===== config.mk =====
export PLATFORM = sky130hd
export DESIGN_NAME = usb_buf_arb
export DESIGN_NICKNAME = d
export VERILOG_FILES = /design/src/rtl/usb_buf_arb_pkg.sv /design/src/rtl/usb_buf_arb.sv
export SDC_FILE = /design/constraint.sdc
export NUM_CORES = 1
export LEC_CHECK = 0
export CAP_MARGIN = 20
export CORE_MARGIN = 3
export CORE_UTILIZATION = 39
export CTS_CLUSTER_DIAMETER = 60
export DETAILED_ROUTE_END_ITERATION = 10
export PLACE_DENSITY = 0.83
export SYNTH_ARGS = -nofsm -noshare
export SYNTH_HDL_FRONTEND = slang
export SYNTH_SLANG_ARGS = --single-unit

===== constraint.sdc =====
create_clock -name clk_i -period 2.2 [get_ports clk_i]
set_input_delay 0.44 -clock clk_i [delete_from_list [all_inputs] [get_ports clk_i]]
set_output_delay 0.44 -clock clk_i [all_outputs]
set_load 0.03 [all_outputs]

===== src/rtl/usb_buf_arb_pkg.sv =====
// Shared constants and FSM encoding for the USB buffer-memory arbiter.
// Optional build macro: USB_BUF_ARB_STAT_EN (host wait statistics).
package usb_buf_arb_pkg;

  localparam int unsigned USB_BUF_ARB_AW           = 14;
  localparam int unsigned USB_BUF_ARB_DW           = 32;
  localparam int unsigned USB_BUF_ARB_WCW          = 8;
  localparam int unsigned USB_BUF_ARB_STARVE_LIMIT = 64;

  typedef enum logic [1:0] {
    ST_IDLE  = 2'd0,
    ST_PEND  = 2'd1,
    ST_RDATA = 2'd2,
    ST_ACK   = 2'd3
  } arb_state_e;

endpackage : usb_buf_arb_pkg


===== src/rtl/usb_buf_arb.sv =====
// Buffer SRAM arbiter: the USB core passes straight through; the host is served in idle cycles.
// Optional build macro: USB_BUF_ARB_STAT_EN adds hst_wait_max_o.
module usb_buf_arb
  import usb_buf_arb_pkg::*;
#(
  parameter int unsigned AW           = USB_BUF_ARB_AW,
  parameter int unsigned DW           = USB_BUF_ARB_DW,
  parameter int unsigned WCW          = USB_BUF_ARB_WCW,
  parameter int unsigned STARVE_LIMIT = USB_BUF_ARB_STARVE_LIMIT
) (
  input  logic           clk_i,
  input  logic           rst_i,
  input  logic [AW-1:0]  usb_adr_i,
  input  logic [DW-1:0]  usb_din_i,
  output logic [DW-1:0]  usb_dout_o,
  input  logic           usb_re_i,
  input  logic           usb_we_i,
  input  logic [AW-1:0]  hst_adr_i,
  input  logic [DW-1:0]  hst_dat_i,
  output logic [DW-1:0]  hst_dat_o,
  input  logic           hst_we_i,
  input  logic           hst_req_i,
  output logic           hst_ack_o,
  output logic [AW-1:0]  mem_addr_o,
  output logic [DW-1:0]  mem_wdata_o,
  input  logic [DW-1:0]  mem_rdata_i,
  output logic           mem_ren_o,
  output logic           mem_wen_o,
  output logic           starve_o,
`ifdef USB_BUF_ARB_STAT_EN
  output logic [WCW-1:0] hst_wait_max_o,
`endif
  input  logic           starve_clr_i
);

  localparam int unsigned WCNT_MAX = (2 ** WCW) - 1;

  arb_state_e     state_q, state_d;
  logic [AW-1:0]  adr_q, adr_d;
  logic [DW-1:0]  dat_q, dat_d;
  logic           we_q, we_d;
  logic [WCW-1:0] wcnt_q, wcnt_d;
  logic [DW-1:0]  hst_dat_q, hst_dat_d;
  logic           starve_q, starve_d;

  logic           usb_act;
  logic           hst_issue;
  logic           hst_ren;
  logic           hst_wen;
  logic           starve_set;
  logic [WCW-1:0] wcnt_inc;

  assign usb_act  = usb_re_i | usb_we_i;
  assign wcnt_inc = (wcnt_q == WCW'(WCNT_MAX)) ? wcnt_q : wcnt_q + WCW'(1);

  // Host FSM, wait counter and sticky starvation flag
  always_comb begin
    state_d    = state_q;
    adr_d      = adr_q;
    dat_d      = dat_q;
    we_d       = we_q;
    wcnt_d     = wcnt_q;
    hst_dat_d  = hst_dat_q;
    starve_d   = starve_q;
    hst_issue  = 1'b0;
    hst_ren    = 1'b0;
    hst_wen    = 1'b0;
    starve_set = 1'b0;

    case (state_q)
      ST_IDLE: begin
        if (hst_req_i) begin
          adr_d   = hst_adr_i;
          dat_d   = hst_dat_i;
          we_d    = hst_we_i;
          wcnt_d  = '0;
          state_d = ST_PEND;
        end
      end
      ST_PEND: begin
        if (!usb_act) begin
          hst_issue = 1'b1;
          hst_wen   = we_q;
          hst_ren   = ~we_q;
          state_d   = we_q ? ST_ACK : ST_RDATA;
        end else begin
          wcnt_d = wcnt_inc;
          if (wcnt_inc == WCW'(STARVE_LIMIT)) begin
            starve_set = 1'b1;
          end
        end
      end
      ST_RDATA: begin
        hst_dat_d = mem_rdata_i;
        state_d   = ST_ACK;
      end
      ST_ACK: begin
        state_d = ST_IDLE;
      end
      default: begin
        state_d = ST_IDLE;
      end
    endcase

    // A simultaneous set beats the clear so a starvation event is never lost
    if (starve_clr_i) begin
      starve_d = 1'b0;
      wcnt_d   = '0;
    end
    if (starve_set) begin
      starve_d = 1'b1;
    end
  end

  always_ff @(posedge clk_i) begin
    if (rst_i) begin
      state_q   <= ST_IDLE;
      adr_q     <= '0;
      dat_q     <= '0;
      we_q      <= 1'b0;
      wcnt_q    <= '0;
      hst_dat_q <= '0;
      starve_q  <= 1'b0;
    end else begin
      state_q   <= state_d;
      adr_q     <= adr_d;
      dat_q     <= dat_d;
      we_q      <= we_d;
      wcnt_q    <= wcnt_d;
      hst_dat_q <= hst_dat_d;
      starve_q  <= starve_d;
    end
  end

`ifdef USB_BUF_ARB_STAT_EN
  logic [WCW-1:0] wait_max_q, wait_max_d;

  // Track the worst wait observed when the host access finally issues
  always_comb begin
    wait_max_d = wait_max_q;
    if (hst_issue && (wcnt_q > wait_max_q)) begin
      wait_max_d = wcnt_q;
    end
    if (starve_clr_i) begin
      wait_max_d = '0;
    end
  end

  always_ff @(posedge clk_i) begin
    if (rst_i) begin
      wait_max_q <= '0;
    end else begin
      wait_max_q <= wait_max_d;
    end
  end

  assign hst_wait_max_o = wait_max_q;
`endif

  // SRAM port mux: USB owns every cycle it is active, write beats read
  always_comb begin
    mem_addr_o  = adr_q;
    mem_wdata_o = dat_q;
    mem_wen_o   = hst_wen;
    mem_ren_o   = hst_ren;
    if (usb_act) begin
      mem_addr_o  = usb_adr_i;
      mem_wdata_o = usb_din_i;
      mem_wen_o   = usb_we_i;
      mem_ren_o   = usb_re_i & ~usb_we_i;
    end
    if (rst_i) begin
      mem_wen_o = 1'b0;
      mem_ren_o = 1'b0;
    end
  end

  assign usb_dout_o = mem_rdata_i;
  assign hst_dat_o  = hst_dat_q;
  assign hst_ack_o  = (state_q == ST_ACK);
  assign starve_o   = starve_q;

endmodule : usb_buf_arb


==> reports/qor.csv <==
metric,value,unit
report.final.setup_viol,0,
synth_sequential_area_ratio,0.4203,
worst_r2r_path_depth,5,
route.detailed.vias_per_inst,4.943,
synth.distinct_cells,44,
largest_driver_fanout_on_the_critical_path,11,
grt_pass1_wl,22090,um
first_global_vias,4264,
ant_nets,0,
worstHoldPathType,register to register,
core,0.01051,mm^2
clock_sinks,90,
cts.htree.levels,3,
grt_use_total,0.2198,
dieWidth,110.8,um
clk_latency,360,ps
dr.first_iter.drc_count,207,
drtPass1Iterations,4,
timing.critical_path.from,usb_re_i,
synth_top_area_frac,0.4203,
fin_crit,2157,ps
yosysWarningCount,0,
cts_buffers,9,
post_synth_most_frequent_cells,"nand2_1, dfxtp_1, a21oi_1",
run_status,"finished, final reports clean",
hp-start,dat_q[5],
postSynthNetCount,628,
max_cap_viol_count,0,
finalClockSkew,8.309,ps
timing.setup.critical_path_class,input port to output port,
layout.nets,840,
timing.hold.worst_path_depth,2,
die_h,110.8,um
grt_max_degree,45,
dpl.cell_count,824,
antenna_found_initial,0,
timing.hold.worst_endpoint,dat_q[5],
maxClockFrequency,463.5,MHz
root_cell_of_the_clock_tree,clkbuf_8,
cp-end-kind,output port,
rsz0062_at_grt,no,
post_synth_inst_count,491,
cp.arrival,1720,ps
multiInputGateArea,0.002110,mm^2
cts_tree,done,
worst_slew_margin_rel,0.5947,
globalRouteOverflowTotal,0,
hpwlAfterDp,10290,um
antenna-diode-count,0,
synth_area_leaders,"dfxtp_1, mux2_2, nand2_1",
critical_path_required,1760,ps
critical_path.startpoint_type,input port,
fin_area,0.006783,mm^2
hold_viol_final,0,
power_leakage,0.002591,uW
via_count,4172,
area_delta_synth_final,58.23,%
per_cell_routed_wire_length,16.17,um
netlist.top_cell.by_area,dfxtp_1,
clock_path_buffers,2,
filler_cells_inserted,892,
drc,0,
clock_transition_at_the_register_clock_pins_on_the_worst_setup_and_hold_paths_after_cts,80,ps
synth_area_per_cell,8.730,um^2
dieArea,0.01229,mm^2
worstMarginPinSlew,603.4,ps
period_share,0.9807,
layout-drive-gt1-share,0.1963,
worst_r2r_startpoint,wcnt_q[0],
slew_violations,0,
worstReg2RegEnd,starve_o,
numPortBuffers,244,
starting_density,0.4079,
non_filler_instances,844,
place_congestion,0.8954,
std_cell_rows,37,
r2r_slack,300,ps
ff_latch_area,0.001802,mm^2
worst_slack,42.57,ps
num_io_pins,245,
power_per_cell_area,907.8,mW/mm^2
async_reset_ff_frac,0,
yosysMostFrequentCell,nand2_1,
detailed_place.area,0.006658,mm^2
synth.ff_latch_count,90,
synthFlopType,dfxtp_1,
routed_wirelength,13640,um
place_ws,-525.5,ps
ir_drop,0.4709,mV
number_of_flops_mapped_to_enable_cells_by_yosys,0,
syn-cell-area,0.004287,mm^2
## critical path: stages
cell and delay, ps:
dlygate4sd2_1 260, nor2_4 160, buf_6 160, buf_12 160, mux2_2 350, buf_2 180
## cell type report
class                      instances  share of cell area
multi-input combinational        333              0.3110
timing repair buffer             262              0.3553
inverter                           7            0.003874
clock buffer                       9             0.01826
sequential                        90              0.2656
tap                              136             0.02509
clock inverter                     7             0.02084
## cells in the final DEF (no fill, tap or decap), types with 2 or more instances in the layout
| master | Yosys | layout |
|---|---|---|
| nor4_1 | 2 | 2 |
| mux2_2 | 46 | 46 |
| or4b_1 | 2 | 2 |
| mux2i_1 | 33 | 33 |
| buf_16 | 0 | 2 |
| dfxtp_1 | 90 | 90 |
| a31oi_1 | 3 | 3 |
| dlygate4sd2_1 | 0 | 2 |
| clkbuf_8 | 0 | 9 |
| nor2_1 | 41 | 41 |
| o21ai_0 | 6 | 6 |
| buf_4 | 32 | 15 |
| a21oi_1 | 54 | 54 |
| nand2_1 | 100 | 99 |
| nand3_1 | 3 | 3 |
| or2_2 | 2 | 2 |
| inv_1 | 7 | 7 |
| a211oi_1 | 3 | 3 |
| buf_2 | 8 | 46 |
| nand2b_1 | 2 | 2 |
| nor3_1 | 5 | 5 |
| bufinv_16 | 0 | 4 |
| nor2b_1 | 3 | 3 |
| buf_12 | 0 | 2 |
| o221ai_1 | 2 | 2 |
| clkdlybuf4s50_1 | 0 | 193 |
| ha_1 | 6 | 5 |
| buf_6 | 0 | 2 |
## sequential cells by signal, summed over array words and instances, names as in the netlist
name       cells
adr_q         14
hst_dat_o     32
dat_q         32
starve_o       1
we_q           1
state_q        2
wcnt_q         8
## where the power goes
part | switching, uW | total, uW | internal [uW]
Combinational | 1460 | 2570 | 1110
Clock | 579 | 1450 | 869
Sequential | 190 | 2140 | 1950
## metrics by stage
| step | hold WS (ps) | TNS, ps | util | total power, uW |
|---|---|---|---|---|
| after floorplan | 432.9 | 0 | - | 3780 |
| after global placement | 438.6 | -22110 | 0.6335 | 4750 |
| final | 452.9 | 0 | 0.6454 | 6158 |
| after global routing | 479.7 | 0 | 0.6454 | 6523 |
| after detailed placement | 446.4 | -23030 | 0.6335 | 4826 |
| after CTS | 456.5 | -43.99 | 0.6460 | 6212 |
## what timing repair did
action,CTS,global route
hold buffers,0,0
setup buffers,2,0
gates cloned,2,0
endpoints found under the hold margin,0,0
resized for setup,235,2
endpoints found under the setup margin,46,1
## cells by family after synthesis
family | count (synthesis) | synth area share
and+or+nand+nor | 170 | 0.1702
DFF | 90 | 0.4203
muxes | 79 | 0.1979
AOI/OAI and AO/OA | 77 | 0.1019
buffers and inverters | 68 | 0.09019
adders and majority gates | 6 | 0.01751
xor gates and xnor gates | 1 | 0.002044
## metal layers
| layer | GRT usage | share of wire | vias to the layer above |
|---|---|---|---|
| li1 | - | - | 2056 |
| met5 | 0 | 0 | - |
| met3 | 0.06987 | 0.083 | 24 |
| met4 | 0.07800 | 0.025 | 0 |
| met2 | 0.3972 | 0.51 | 197 |
| met1 | 0.2405 | 0.38 | 1895 |
## how the worst max path moves through the flow
stage	end	cells after the start
finish	mem_wdata_o[9]	6
CTS	mem_wdata_o[24]	6
floorplan	mem_ren_o	5
global placement	mem_wdata_o[11]	5
detailed placement	mem_wdata_o[19]	5
global route	mem_wdata_o[9]	6
(Power assumes the default switching activity.)
